--- src/rtl/store_merge_ctrl_pkg.sv ---
// ---------------------------------------------------------------------------
// store_merge_ctrl_pkg
// Shared definitions for the store-merge controller: request size encodings,
// sub-word lane masks, FSM state encodings, the registered request record
// and the alignment/legality rule used when a request is accepted.
// ---------------------------------------------------------------------------
package store_merge_ctrl_pkg;

  typedef enum logic [1:0] {
    SIZE_WORD    = 2'b00,
    SIZE_HALF    = 2'b01,
    SIZE_BYTE    = 2'b10,
    SIZE_ILLEGAL = 2'b11
  } req_size_e;

  localparam logic [31:0] BYTE_MASK = 32'h0000_00FF;
  localparam logic [31:0] HALF_MASK = 32'h0000_FFFF;

  typedef enum logic [2:0] {
    ST_IDLE = 3'd0,
    ST_RD   = 3'd1,
    ST_WT   = 3'd2,
    ST_WR   = 3'd3,
    ST_RSP  = 3'd4,
    ST_ERR  = 3'd5
  } state_e;

  // Request fields captured on accept and held for the whole transaction.
  typedef struct packed {
    logic        we;
    req_size_e   size;
    logic        is_signed;
    logic [31:0] addr;
    logic [31:0] wdata;
  } req_t;

  // True for requests that complete with an error and never touch memory.
  function automatic logic req_is_bad(req_size_e size, logic [1:0] lane);
    case (size)
      SIZE_WORD: return lane != 2'b00;
      SIZE_HALF: return lane[0];
      SIZE_BYTE: return 1'b0;
      default:   return 1'b1;
    endcase
  endfunction

endpackage

--- src/rtl/store_merge_ctrl_lane_merge.sv ---
// ---------------------------------------------------------------------------
// store_merge_ctrl_lane_merge
// Purely combinational lane logic for the store-merge controller.
//   size        : access size (word / halfword / byte)
//   lane        : byte address within the word (ADDR[1:0])
//   is_signed   : sign-extend the extracted load lane
//   wdata       : right-justified store data
//   old_word    : word read back from memory
//   merged_word : old_word with the addressed lane replaced by wdata
//                 (wdata unchanged for a word access)
//   load_data   : addressed lane of old_word, zero/sign extended to 32 bits
// ---------------------------------------------------------------------------
module store_merge_ctrl_lane_merge
  import store_merge_ctrl_pkg::*;
(
  input  req_size_e   size,
  input  logic [1:0]  lane,
  input  logic        is_signed,
  input  logic [31:0] wdata,
  input  logic [31:0] old_word,
  output logic [31:0] merged_word,
  output logic [31:0] load_data
);

  logic [31:0] mask;
  logic [4:0]  shamt;
  logic [31:0] lane_bits;

  always_comb begin
    // NOTE: every signal written in this block gets a default first, so no
    // path through the case statement can infer a latch.
    mask  = 32'hFFFF_FFFF;
    shamt = 5'd0;
    case (size)
      SIZE_BYTE: begin
        mask  = BYTE_MASK;
        shamt = {lane, 3'b000};
      end
      SIZE_HALF: begin
        mask  = HALF_MASK;
        shamt = {lane[1], 4'b0000};
      end
      default: ;
    endcase

    merged_word = (old_word & ~(mask << shamt)) | ((wdata & mask) << shamt);

    lane_bits = old_word >> shamt;
    case (size)
      SIZE_BYTE: load_data = {{24{is_signed & lane_bits[7]}},  lane_bits[7:0]};
      SIZE_HALF: load_data = {{16{is_signed & lane_bits[15]}}, lane_bits[15:0]};
      default:   load_data = old_word;
    endcase
  end

endmodule

--- src/rtl/store_merge_ctrl.sv ---
// ---------------------------------------------------------------------------
// store_merge_ctrl
// Single-outstanding CPU load/store controller in front of a word-wide
// memory. Sub-word stores are done as read-modify-write; loads read the
// word and return the addressed lane extended to 32 bits. Misaligned or
// illegal-size requests complete with an error and never access memory.
//   clk, rst_n          : clock, asynchronous active-low reset
//   req_valid/req_ready : request handshake (ready only when idle)
//   req_we/size/signed  : store/load, access size, load extension mode
//   req_addr/req_wdata  : byte address, right-justified store data
//   rsp_valid/err/rdata : one-cycle completion pulse, error flag, load data
//   mem_en/we/addr      : word-memory strobe, write enable, aligned address
//   mem_wdata/mem_rdata : write word, read word (valid one cycle after read)
// All outputs are registered.
// ---------------------------------------------------------------------------
module store_merge_ctrl
  import store_merge_ctrl_pkg::*;
(
  input  logic        clk,
  input  logic        rst_n,
  input  logic        req_valid,
  output logic        req_ready,
  input  logic        req_we,
  input  logic [1:0]  req_size,
  input  logic        req_signed,
  input  logic [31:0] req_addr,
  input  logic [31:0] req_wdata,
  output logic        rsp_valid,
  output logic        rsp_err,
  output logic [31:0] rsp_rdata,
  output logic        mem_en,
  output logic        mem_we,
  output logic [31:0] mem_addr,
  output logic [31:0] mem_wdata,
  input  logic [31:0] mem_rdata
);

  state_e      state_q, state_d;
  req_t        req_q, req_d;

  logic        req_ready_q, req_ready_d;
  logic        rsp_valid_q, rsp_valid_d;
  logic        rsp_err_q,   rsp_err_d;
  logic [31:0] rsp_rdata_q, rsp_rdata_d;
  logic        mem_en_q,    mem_en_d;
  logic        mem_we_q,    mem_we_d;
  logic [31:0] mem_addr_q,  mem_addr_d;
  logic [31:0] mem_wdata_q, mem_wdata_d;

  logic        accept;
  logic [31:0] merged_word;
  logic [31:0] load_data;

  assign accept = req_valid & req_ready_q;

  // req_d is the request being worked on: the live inputs in the accept
  // cycle, the captured copy afterwards. old_word is only meaningful in WT,
  // which is the only state whose successor uses the lane results.
  store_merge_ctrl_lane_merge u_lane_merge (
    .size        (req_d.size),
    .lane        (req_d.addr[1:0]),
    .is_signed   (req_d.is_signed),
    .wdata       (req_d.wdata),
    .old_word    (mem_rdata),
    .merged_word (merged_word),
    .load_data   (load_data)
  );

  always_comb begin
    state_d     = state_q;
    req_d       = req_q;
    rsp_valid_d = 1'b0;
    rsp_err_d   = 1'b0;
    rsp_rdata_d = 32'd0;
    mem_en_d    = 1'b0;
    mem_we_d    = 1'b0;
    mem_addr_d  = 32'd0;
    mem_wdata_d = 32'd0;

    case (state_q)
      ST_IDLE: begin
        if (accept) begin
          req_d = '{we:        req_we,
                    size:      req_size_e'(req_size),
                    is_signed: req_signed,
                    addr:      req_addr,
                    wdata:     req_wdata};
          if (req_is_bad(req_size_e'(req_size), req_addr[1:0])) begin
            state_d = ST_ERR;
          end else if (req_we && req_size_e'(req_size) == SIZE_WORD) begin
            state_d = ST_WR;
          end else begin
            state_d = ST_RD;
          end
        end
      end
      ST_RD:   state_d = ST_WT;
      ST_WT:   state_d = req_q.we ? ST_WR : ST_RSP;
      ST_WR,
      ST_RSP,
      ST_ERR:  state_d = ST_IDLE;
      default: state_d = ST_IDLE;
    endcase

    // Outputs are decoded from the state being entered so they appear,
    // registered, in the same cycle as that state.
    case (state_d)
      ST_RD: begin
        mem_en_d   = 1'b1;
        mem_addr_d = {req_d.addr[31:2], 2'b00};
      end
      ST_WR: begin
        mem_en_d    = 1'b1;
        mem_we_d    = 1'b1;
        mem_addr_d  = {req_d.addr[31:2], 2'b00};
        mem_wdata_d = merged_word;
        rsp_valid_d = 1'b1;
      end
      ST_RSP: begin
        rsp_valid_d = 1'b1;
        rsp_rdata_d = load_data;
      end
      ST_ERR: begin
        rsp_valid_d = 1'b1;
        rsp_err_d   = 1'b1;
      end
      default: ;
    endcase

    req_ready_d = (state_d == ST_IDLE);
  end

  // NOTE: sequential state uses non-blocking assignments so every flop
  // samples the pre-edge value of its inputs regardless of block ordering.
  always_ff @(posedge clk or negedge rst_n) begin
    if (!rst_n) begin
      // Reset drops any transaction in flight, so nothing is written or
      // answered for it afterwards.
      state_q     <= ST_IDLE;
      req_q       <= '0;
      req_ready_q <= 1'b1;
      rsp_valid_q <= 1'b0;
      rsp_err_q   <= 1'b0;
      rsp_rdata_q <= 32'd0;
      mem_en_q    <= 1'b0;
      mem_we_q    <= 1'b0;
      mem_addr_q  <= 32'd0;
      mem_wdata_q <= 32'd0;
    end else begin
      state_q     <= state_d;
      req_q       <= req_d;
      req_ready_q <= req_ready_d;
      rsp_valid_q <= rsp_valid_d;
      rsp_err_q   <= rsp_err_d;
      rsp_rdata_q <= rsp_rdata_d;
      mem_en_q    <= mem_en_d;
      mem_we_q    <= mem_we_d;
      mem_addr_q  <= mem_addr_d;
      mem_wdata_q <= mem_wdata_d;
    end
  end

  assign req_ready = req_ready_q;
  assign rsp_valid = rsp_valid_q;
  assign rsp_err   = rsp_err_q;
  assign rsp_rdata = rsp_rdata_q;
  assign mem_en    = mem_en_q;
  assign mem_we    = mem_we_q;
  assign mem_addr  = mem_addr_q;
  assign mem_wdata = mem_wdata_q;

endmodule

--- config.mk ---
export PLATFORM = sky130hd
export DESIGN_NAME = store_merge_ctrl
export DESIGN_NICKNAME = d
export VERILOG_FILES = /design/src/rtl/store_merge_ctrl_pkg.sv /design/src/rtl/store_merge_ctrl_lane_merge.sv /design/src/rtl/store_merge_ctrl.sv
export SDC_FILE = /design/constraint.sdc
export NUM_CORES = 1
export LEC_CHECK = 0
export CAP_MARGIN = 20
export CORE_MARGIN = 2
export CORE_UTILIZATION = 55
export DETAILED_ROUTE_END_ITERATION = 10
export DONT_BUFFER_PORTS = 1
export GPL_ROUTABILITY_DRIVEN = 0
export PLACE_DENSITY = 0.73
export SLEW_MARGIN = 10
export SYNTH_ARGS = -nofsm -noshare
export SYNTH_HDL_FRONTEND = slang
export SYNTH_SLANG_ARGS = --single-unit
export TNS_END_PERCENT = 30
--- constraint.sdc ---
create_clock -name clk -period 4 [get_ports clk]
set_input_delay 0.8 -clock clk [delete_from_list [all_inputs] [get_ports clk]]
set_output_delay 0.8 -clock clk [all_outputs]
set_load 0.01 [all_outputs]
Yosys cells after proc, flatten, opt, wreduce, memory -nomap -nowiden
Index checks and enable logic that the tools add are counted.
Word-level totals
  register bits: 172
  bits in latches: 0
  bits in writable memories: 0
  bits in read-only memories: 0
  bits of input ports: 103
  output and inout bits: 101
  logic and storage cells: 62
  memories kept: 0
Cells by class
  $add $sub $neg: 0
  multipliers: 0
  div/mod/pow operators: 0
  magnitude comparators: 0
  equality and inequality tests: 10
  shift operators: 3
  muxes and demuxes: 20
  bitwise gates (word level): 7
  reduce and logical (&&, ||, !) cells: 8
Operators by type and width (number)
  $mux 67: 2
  $pmux 32 s2: 2
  $mux 32: 3
  $and 32x32->32: 2
  $shl 32x5->32: 2
  $not 32->32: 1
  $or 32x32->32: 1
  $shr 32x5->16: 1
  $pmux 5 s2: 1
  $mux 3: 3
  $pmux 3 s3: 1
  $eq 3x1->1 const B: 2
  $eq 3x2->1 const B: 2
  $eq 3x3->1 const B: 2
  $logic_not 3->1: 2
  $mux 1: 6
  $eq 2x1->1 const B: 2
  $eq 2x2->1 const B: 2
  $and 1x1->1: 3
  $pmux 1 s3: 1
  $reduce_or 3->1: 1
  $logic_not 2->1: 1
  $mux 2: 1
  $reduce_and 2->1: 1
  3 further kinds: 3

Logic depth before layout (Yosys ltp)
Gate-level depths: netlist of the first run.
  depth in word-level cells: 10
  mapped depth: 17
  mapped depth without buffers: 11

Hierarchy
Synthesis of the first run repeated with hierarchy kept, for this count alone.
Second synthesis, totals
  cells, all modules: 608
  area total of the unflattened synthesis: 7628.6 um^2
Modules (own cells, without submodules)
  store_merge_ctrl: instances 1, cells an instance 387, area an instance 6110.9 um^2, seq. area each 4255.3 um^2
  store_merge_ctrl_lane_merge: instances 1, cells an instance 221, area an instance 1517.7 um^2, seq. area each 0.0 um^2

Least setup slack after synthesis of the first run
No wires, ideal clock.
  kind: input-to-reg
  from: input req_valid
  to: register rsp_rdata_q[10] (netlist: rsp_rdata[10])
  library setup time: 121 ps
  arrival time: 3915 ps
  data required time: 3879 ps
  slack: -37 ps
  cell stages on the path: 15
  path buffers: 5
  cell sequence: nand2_1 buf_1 clkbuf_1 mux2i_1 inv_1 ha_1 clkbuf_1 nand3b_1 or3_1 buf_2 and2_4 buf_6 mux2_4 a22oi_1 nand2_1
RTL lines
  start: declaration: line store_merge_ctrl.sv:21  | input logic req_valid,
  end signal: assignment: line store_merge_ctrl.sv:155  | rsp_rdata_q <= rsp_rdata_d;
  end: declaration: line store_merge_ctrl.sv:44  | logic [31:0] rsp_rdata_q, rsp_rdata_d;

==> parameters.txt, run 1 <==
Parameter                              Value

Setup path
  Worst reg2reg startpoint    req_ready
  Data required time of the worst path    ~4.3 ns
  Worst R2R Path Depth    12
  Critical Path Sink    rsp_rdata[28]
  Arrival time of the worst setup path    a little under 4 ns
  Critical Path Source Type    register
  Flop2flop setup slack    0.35 ns
  Timing startpoint of the critical path    req_ready
  Maximum fanout along the worst path    40
  Worst Setup Path Type    register to register
  Reg-to-reg critical path endpoint    rsp_rdata[28]
  Endpoint kind of the worst setup timing path    register

Final layout
  Commonest cells after routing, fill and taps aside    212 x nand2_1, 169 x dfrtp_1, 51 x a21oi_1
  Ant. Diodes    0
  P&R area growth vs syn    9.74%
  Filler cell count in the final layout    1074
  Number of nets in the finished design    813
  Fraction of final layout cells sized beyond drive strength 1    0.0833
  Most common cell after layout, fill and taps aside    nand2_1

Status
  Result of the run    completed

Clock tree
  Clock buffer count from CTS    17
  Setup Buffers After CTS    0
  Clock Path Buffers    2
  Number of clock sinks    170
  TritonCTS clock tree    done
  Number of H-tree levels    4
  Clock insertion delay at the later pin of the skew report    0.43 ns
  CTS clk-pin slew, worst paths    0.06 ns
  Buffer type at the clock tree root    clkbuf_16
  Total of hold buffers inserted after clock tree synthesis    0

Timing
  Final setup vio count    0
  Max-slew violation count    0
  Worst clock skew on the final layout    0.00829 ns
  Final critical-path share of the clock period    0.913
  Final critical path time including I/O delays and setup    3.65 ns
  Final hold violation count    0
  Slew at the pin closest to its max-slew limit    1.04 ns
  Slack of the critical path    0.348 ns
  Achievable Freq    0.274 GHz
  Setup TNS    0 ns
  Remaining max-slew budget at the tightest pin    0.303
  Setup repair after global routing missed its margin    false

Floorplanning
  Die W    119 um
  Area of the placeable core    12700 um2
  Die extent in y    119 um
  Die footprint    14100 um2
  Starting density of the core    0.569
  # rows    41
  Boundary Pins    204

Route
  DRC errors left    0
  Total via count after detailed routing    5408
  Remaining number of nets flagged by the antenna check after routing    0
  Final Routed Wirelength    ~19000 um
  Violation count after the first detailed-route iteration    567
  Avg Vias per Cell    6.06
  Count of TritonRoute iterations in the first routing pass    5
  Routed wire length per instance    roughly 21 um

Logic synthesis
  Async set or reset register ratio after synthesis    1.00
  Count of synthesis-stage warnings from yosys    0
  Count of flip-flops with a built-in enable after synthesis    0
  Number of library cell types mapped by synthesis    56
  Dominant synthesized flop cell    dfrtp_1
  Post-Syn Instances    between 700 and 800
  Avg Inst Size Synth    ~10 um2
  Sequential-to-total area share from yosys stat    0.588
  Total standard cell area after synthesis    a little over 7000 um2
  Yosys reg bits    170

Power and ir drop
  Power density of the placed cells    871 nW/um2
  Static leakage    4.04 nW
  Worst voltage drop across the vdd grid    0.432 mV

Global route
  Initial antenna violation count    0
  GRT Util Overall    0.277
  Maximum number of pins on one net before global-route repair    171
  Aggregate global routing overflow    0
  First-pass GRT wire length    29800 um
  Number of global-route vias before repair    5328

Run
  Count of max-cap constraint violations    0

Placement
  Number of buffers inserted by port buffering    0
  Worst-case setup slack after placement    0.196 ns
  Final HPWL from detailed placement    ~13000 um

Worst hold path
  Hold Path Class    input pin to asynchronous set/reset pin
==> flip-flops by register name, summed over array words and instances (netlist names), 3 cells and up <==
name and count:
state_q 3, mem_wdata 32, mem_addr 30, rsp_rdata 32, req_q 68
==> through the flow <==
stage	power, mW	area (um2)	hold WS [ns]	std cells	util
6_report	6.91	7940	0.0716	892	0.624
5_1_grt	7.35	7940	0.0531	892	0.624
4_1_cts	6.90	7920	0.0589	891	0.623
3_5_place_dp	5.23	7330	0.457	859	0.576
3_3_place_gp	5.12	7330	0.452	859	0.576
2_1_floorplan	4.60	7240	0.439	723	-
==> critical path, cell delays in order, from the launching register on <==
cell,delay (ns)
dfstp_2,0.58
nor4b_1,0.26
buf_4,0.19
nand2_2,0.08
mux2i_1,0.20
inv_1,0.10
ha_1,0.31
nand3b_1,0.19
or3_1,0.46
and2_4,0.36
a211o_1,0.40
nand3_4,0.24
nand3_1,0.13
==> power by group <==
group	internal (mW)	switching (mW)	leakage (nW)	total [mW]
Clock	0.998	0.662	0.283	1.66
Combinational	0.909	1.76	1.52	2.67
Sequential	2.27	0.310	2.24	2.58
Total	4.18	2.73	4.04	6.91
==> layer usage <==
layer,up-vias,wire [um],GRT usage
met4,0,722,0.130
met2,299,8930,0.436
met3,52,2020,0.0903
met1,2610,7290,0.347
met5,-,0,0
li1,2447,-,-
==> synthesized netlist by cell type (all sizes together), types with 2 or more instances <==
library cell,number,area (um2)
o21a,2,15.0
nor4bb,2,20.0
a31oi,8,50.1
clkbuf,22,82.6
nand3b,10,75.1
a32o,13,130
a21oi,53,280
buf,22,124
ha,3,37.5
nand4,2,12.5
and2,3,21.3
o311ai,2,17.5
a41oi,2,17.5
a2bb2oi,8,70.1
a211o,3,26.3
a22oi,15,113
nor4b,3,26.3
a211oi,8,60.1
nand2b,2,12.5
inv,24,90.1
a21boi,2,15.0
nor3,12,60.1
mux2i,21,210
o22ai,16,100
nor2,16,70.1
dfrtp,169,4230
o21ai,14,73.8
o31ai,2,15.0
mux2,7,105
nand2,214,806
nand3,29,150
==> logic make-up after synthesis <==
family	share of synthesized area
AND/OR/NAND/NOR	0.179
flip-flops	0.588
AO/OA/AOI/OAI	0.142
buffers and inverters	0.0415
multiplexers	0.0436
adder cells (fa/ha/maj)	0.00519
other	0.000518
==> worst min path at each step <==
stage	from	end	slack [ns]
global route	rst_n	req_q[37]	0.05
floorplan	req_q[34]	req_q[34]	0.44
CTS	rst_n	req_q[39]	0.06
finish	rst_n	mem_addr[6]	0.07
global placement	req_q[58]	req_q[58]	0.45
detailed placement	req_q[61]	req_q[61]	0.46
==> cell type report <==
cell class / count / area (um2) / area share
Tap cell: 172 / 215 / 0.0271
Sequential cell: 170 / 4260 / 0.536
Timing Repair Buffer: 9 / 67.6 / 0.00851
Clock inverter: 11 / 145 / 0.0183
Clock buffer: 21 / 450 / 0.0567
Multi-Input combinational cell: 484 / 2710 / 0.341
Inverter: 25 / 93.8 / 0.0118
==> what timing repair did <==
item | in CTS | in global routing
setup endpoints to repair | 0 | 9
gates resized for setup | 0 | 1
hold endpoints to repair | 0 | 0
Note: power is estimated with default switching activity, not from simulation.
==> inputs of run 2 (changes only) <==
--- a/config.mk
+++ b/config.mk
@@ -7,12 +7,11 @@
 export LEC_CHECK = 0
 export CAP_MARGIN = 20
 export CORE_MARGIN = 2
-export CORE_UTILIZATION = 55
+export CORE_UTILIZATION = 30
 export DETAILED_ROUTE_END_ITERATION = 10
 export DONT_BUFFER_PORTS = 1
 export GPL_ROUTABILITY_DRIVEN = 0
-export PLACE_DENSITY = 0.73
-export SLEW_MARGIN = 10
+export SKIP_CTS_REPAIR_TIMING = 1
 export SYNTH_ARGS = -nofsm -noshare
 export SYNTH_HDL_FRONTEND = slang
 export SYNTH_SLANG_ARGS = --single-unit
==> parameters.txt, run 2 (synthesized netlist as in run 1, its figures left out) <==
Parameter                              Value

Global route
  Maximum number of pins on one net before global-route repair    171 (unchanged)
  First-pass GRT wire length    33800 um (+13%)
  Aggregate global routing overflow    0 (unchanged)
  Number of global-route vias before repair    5286 (-0.79%)
  GRT Util Overall    0.175 (-0.101)
  Initial antenna violation count    1 (+1)

Placement
  Post-placement cell area    7560 um2 (+3.1%)
  Final HPWL from detailed placement    15700 um (+19%)
  Number of buffers inserted by port buffering    0 (unchanged)
  Placed Cells    1012 (+18%)

Route
  Violation count after the first detailed-route iteration    507 (-11%)
  Count of TritonRoute iterations in the first routing pass    4 (-1)
  Final Routed Wirelength    22500 um (+19%)
  Avg Vias per Cell    5.11 (-16%)
  Total via count after detailed routing    5341 (-1.2%)
  Routed wire length per instance    21.5 um (+1.3%)
  Remaining number of nets flagged by the antenna check after routing    0 (unchanged)
  DRC errors left    0 (unchanged)

Floorplanning
  Die footprint    25400 um2 (+80%)
  Area of the placeable core    23500 um2 (+85%)
  Die W    159 um (+34%)
  Boundary Pins    204 (unchanged)
  Die extent in y    159 um (+34%)
  # rows    56 (+37%)
  Starting density of the core    0.307 (-0.261)

Power and ir drop
  Power density of the placed cells    874 nW/um2 (+0.38%)
  Switching fraction of total power    0.400 (+0.00472)
  Cell-internal power    4.32 mW (+3.2%)
  Comb pwr share    0.394 (+0.008)
  Static leakage    4.09 nW (+1.3%)
  Switching power    2.87 mW (+5.3%)
  Sequential Power Share    0.361 (-0.013)
  Worst voltage drop across the vdd grid    0.348 mV (-20%)
  Clock share of power    0.245 (+0.005)

Setup path
  Timing startpoint of the critical path    req_ready
  Worst Setup Path Type    register to register
  Endpoint kind of the worst setup timing path    register
  Flop2flop setup slack    0.28 ns (-0.06 ns)
  Arrival time of the worst setup path    4.00 ns (+0.07 ns)
  Data required time of the worst path    4.28 ns (about the same)
  Critical Path Source Type    register
  Worst R2R Path Depth    13 (+1)
  Worst reg2reg startpoint    req_ready
  Maximum fanout along the worst path    28 (-30%)
  Reg-to-reg critical path endpoint    rsp_rdata[5]

Timing
  Final hold violation count    0 (unchanged)
  Remaining max-slew budget at the tightest pin    0.455 (+0.152)
  Max-slew violation count    0 (unchanged)
  Achievable Freq    0.269 GHz (-1.7%)
  Final critical path time including I/O delays and setup    3.72 ns (+0.0640 ns)
  Final critical-path share of the clock period    0.929 (+0.0160)
  Final setup vio count    0 (unchanged)
  Worst clock skew on the final layout    0.0150 ns (+0.00669 ns)
  Slew at the pin closest to its max-slew limit    0.817 ns (-0.226 ns)

Clock tree
  Number of clock sinks    170 (unchanged)
  CTS clk-pin slew, worst paths    0.07 ns (about the same)
  Buffer type at the clock tree root    clkbuf_16
  Clock buffer count from CTS    17 (unchanged)
  Clock Path Buffers    2 (unchanged)
  Number of H-tree levels    4 (unchanged)
  Clock insertion delay at the later pin of the skew report    0.43 ns (about the same)
  TritonCTS clock tree    done

Worst hold path
  Hold Path Class    input pin to asynchronous set/reset pin

Final layout
  Final instance count without filler cells    1046 (+17%)
  Fraction of final layout cells sized beyond drive strength 1    0.0964 (+0.0131)
  Most common cell after layout, fill and taps aside    nand2_1
  Combined area of the multi-input logic cells    2720 um2 (+0.42%)
  P&R area growth vs syn    13.8%
  Layout Cell Area excl Fill    8230 um2 (+3.7%)
  Commonest cells after routing, fill and taps aside    212 x nand2_1, 169 x dfrtp_1, 51 x a21oi_1
  Number of flip-flops in the largest register    68 (unchanged)
  Number of nets in the finished design    822 (+1.1%)
  Filler cell count in the final layout    2446 (+130%)
  Area of all sequential standard cells    4260 um2 (unchanged)
  Register with the highest flop count    req_q

Run
  Count of max-cap constraint violations    0 (unchanged)

Status
  Result of the run    completed
-- run 2: changes by cell type in the layout (fill, tap and decap cells not counted), sizes merged --
cell,before,now
clkinv,5,3
bufinv,3,4
clkinvlp,3,2
clkbuf,21,17
buf,9,17
inv,25,28
diode,0,1
and2,3,4
-- run 2: worst max path at each step --
stage / to / cells after the start
2_1_floorplan: rsp_rdata[10] / 16
3_3_place_gp: rsp_rdata[31] / 13
3_5_place_dp: rsp_rdata[22] / 13
4_1_cts: rsp_rdata[22] / 13
5_1_grt: rsp_rdata[22] / 13
6_report: rsp_rdata[5] / 13
-- run 2: worst max-delay path, stage by stage, from the launching register on --
cell	delay [ns]
dfstp_2	0.59
nor4b_1	0.25
buf_4	0.19
nand2_2	0.11
mux2i_2	0.23
inv_1	0.11
ha_1	0.30
buf_4	0.23
nand3b_1	0.18
a21o_1	0.29
nand2_2	0.40
o31ai_1	0.46
nand2_1	0.10
o311ai_1	0.13
-- run 2: cell type report --
class | instances | share of cell area
clock inverters | 12 | 0.0231
multi-input cells | 485 | 0.331
clock buffers | 17 | 0.0517
repair buffers | 17 | 0.0170
well taps | 319 | 0.0485
diodes | 1 | 0.000304
inverters | 25 | 0.0114
flip-flops and latches | 170 | 0.517
-- run 2: power by group through the flow --
stage          registers [mW]  clock network, mW  logic [mW]
2_1_floorplan            2.54                  0        2.06
3_3_place_gp             2.63                  0        2.71
3_5_place_dp             2.63                  0        2.75
4_1_cts                  2.60               1.80        2.77
5_1_grt                  2.65               1.88        3.15
6_report                 2.60               1.76        2.83
-- run 2: stage by stage --
| step | setup TNS, ns | power (mW) | setup WS [ns] | util | hold slack [ns] |
|---|---|---|---|---|---|
| floorplan | 0 | 4.60 | 0.0943 | - | 0.439 |
| CTS | 0 | 7.17 | 0.0819 | 0.347 | 0.0504 |
| finish | 0 | 7.19 | 0.284 | 0.349 | 0.0731 |
| detailed placement | 0 | 5.38 | 0.0962 | 0.321 | 0.456 |
| global route | -0.0169 | 7.68 | -0.0169 | 0.349 | 0.0432 |
| global placement | 0 | 5.34 | 0.212 | 0.321 | 0.451 |
-- run 2: routing by layer --
metal / vias to the layer above / GRT usage / share of wire
li1: 2471 / - / -
met1: 2566 / 0.218 / 0.41
met2: 273 / 0.268 / 0.45
met3: 31 / 0.0828 / 0.11
met4: 0 / 0.0607 / 0.020
met5: - / 0 / 0
==> RTL change: new RTL, config.mk and constraints of run 1 <==
The output `rsp_err` loses its register stage (`rsp_err_q` becomes a continuous assignment).
--- a/src/rtl/store_merge_ctrl.sv
+++ b/src/rtl/store_merge_ctrl.sv
@@ -140,7 +140,6 @@
       req_q       <= '0;
       req_ready_q <= 1'b1;
       rsp_valid_q <= 1'b0;
-      rsp_err_q   <= 1'b0;
       rsp_rdata_q <= 32'd0;
       mem_en_q    <= 1'b0;
       mem_we_q    <= 1'b0;
@@ -151,7 +150,6 @@
       req_q       <= req_d;
       req_ready_q <= req_ready_d;
       rsp_valid_q <= rsp_valid_d;
-      rsp_err_q   <= rsp_err_d;
       rsp_rdata_q <= rsp_rdata_d;
       mem_en_q    <= mem_en_d;
       mem_we_q    <= mem_we_d;
@@ -159,6 +157,8 @@
       mem_wdata_q <= mem_wdata_d;
     end
   end
+
+  assign rsp_err_q = rsp_err_d;
 
   assign req_ready = req_ready_q;
   assign rsp_valid = rsp_valid_q;
Behaviour: not the same (Yosys sat finds a counterexample within 4 cycles, from zero or initial values and one cycle with rst_n low).
==> RTL change against run 1 <==
- wire length is 3.8% higher
- sequential cell count decreased by 1
- synthesized area down 0.35%
- power increased by 0.90%
- final cell count increased by 0.11%
- design area increased by 0.13%
- hold slack gained 0.0039 ns
- fmax fell by 2.2%
- clock skew down 0.0014 ns
- setup slack worse by 0.081 ns
- critical endpoint is now rsp_rdata[31]
- largest cell class unchanged
- highest routed layer is now met5
==> RTL change: results <==
{
  "status": "complete, no violations",
  "wire_per_inst_um": 22.1,
  "fill_cells": 1067,
  "reg2reg_depth": 13,
  "finClkSkew_ns": 0.00690,
  "regToRegSetupSlack_ns": 0.27,
  "synth.area.top_cells": "dfrtp_1 (58%), nand2_1 (11%), a21oi_1 (3.5%)",
  "diodes": 0,
  "r2r-end": "rsp_rdata[31]",
  "grt.total_usage_pct": 28.7,
  "num_vias": 5535,
  "ys_top_cells_by_count": "nand2_1 (213), dfrtp_1 (168), a21oi_1 (51)",
  "grt_pass1_wl_um": 31000,
  "firstDrtPassIters": 5,
  "dp_hpwl_um": 13700,
  "whs_ns": 0.0755,
  "dpl_cell_area_sq_mm": 0.00731,
  "total_leakage_power_nw": 4.04,
  "grt_max_degree": 170,
  "antenna_found_initial": 1,
  "ys_seq_area_share_pct": 58.7,
  "maxSlewViolCount": 0,
  "nets": 815,
  "cp.arrival_ns": 4.00,
  "worst_pin_slew_ns": 1.05
}
==> RTL change: final cells by class <==
cell class	count	area [sq um]	area share (%)
sequential	169	4230	53.2
multi-input combinational	486	2740	34.5
clock buffer	24	462	5.81
tap	172	215	2.71
clock inverter	7	116	1.46
inverter	25	93.8	1.18
timing repair buffer	10	87.6	1.10
==> RTL change: cell families after synthesis <==
family                     count (synthesis)  share of synthesized area [%]
and+or+nand+nor                          298                           18.0
DFF                                      169                           58.7
AOI/OAI and AO/OA                        153                           14.2
buffers and inverters                     69                           4.17
muxes                                     28                           4.37
adders and majority gates                  3                          0.521
other                                      1                         0.0520
==> RTL change: worst min path at each step <==
| stage | endpoint | cells past startpoint | from |
|---|---|---|---|
| 4_1_cts | req_q[24] | 0 | rst_n |
| 5_1_grt | mem_addr[3] | 0 | rst_n |
| 3_3_place_gp | req_q[57] | 2 | req_q[57] |
| 6_report | req_q[43] | 0 | rst_n |
| 2_1_floorplan | req_q[34] | 2 | req_q[34] |
| 3_5_place_dp | req_q[49] | 2 | req_q[49] |
==> RTL change: where the power goes <==
part           switching [mW]  total [mW]  internal [mW]  leakage (nW)
Clock                   0.634        1.63          0.996         0.279
Combinational            1.82        2.77          0.950          1.53
Sequential              0.315        2.58           2.26          2.22
Total                    2.76        6.97           4.21          4.04
==> RTL change: stage by stage <==
stage                     utilization (%)  instances  power (mW)  setup slack (ns)
final                                62.5        893        6.97             0.267
after global routing                 62.5        893        7.40            0.0358
after CTS                            62.1        891        6.89            0.0826
after detailed placement             57.5        859        5.24            0.0308
after global placement               57.5        859        5.11             0.215
after floorplan                         -        722        4.58            0.0943
==> RTL change: routing by layer <==
layer	GRT usage (%)	share of wire [%]
met1	35.1	38
met2	46.7	49
met3	9.51	10
met4	12.2	3.1
met5	0	0.066
==> RTL change: timing repair <==
item	CTS	global route
setup buffers	0	1
gates resized for setup	1	4
pin swaps	1	2
hold buffers	0	0
gates cloned	1	1
setup endpoints to repair	1	40
==> RTL change: critical path: stages (launching register included) <==
cell,delay [ns]
dfstp_2,0.58
nor4b_1,0.27
buf_4,0.19
nand2_2,0.10
mux2i_1,0.23
inv_1,0.11
ha_1,0.29
buf_4,0.24
nand3b_1,0.24
a21o_2,0.31
and2_4,0.26
a211o_1,0.37
nand3_4,0.24
o211ai_1,0.15
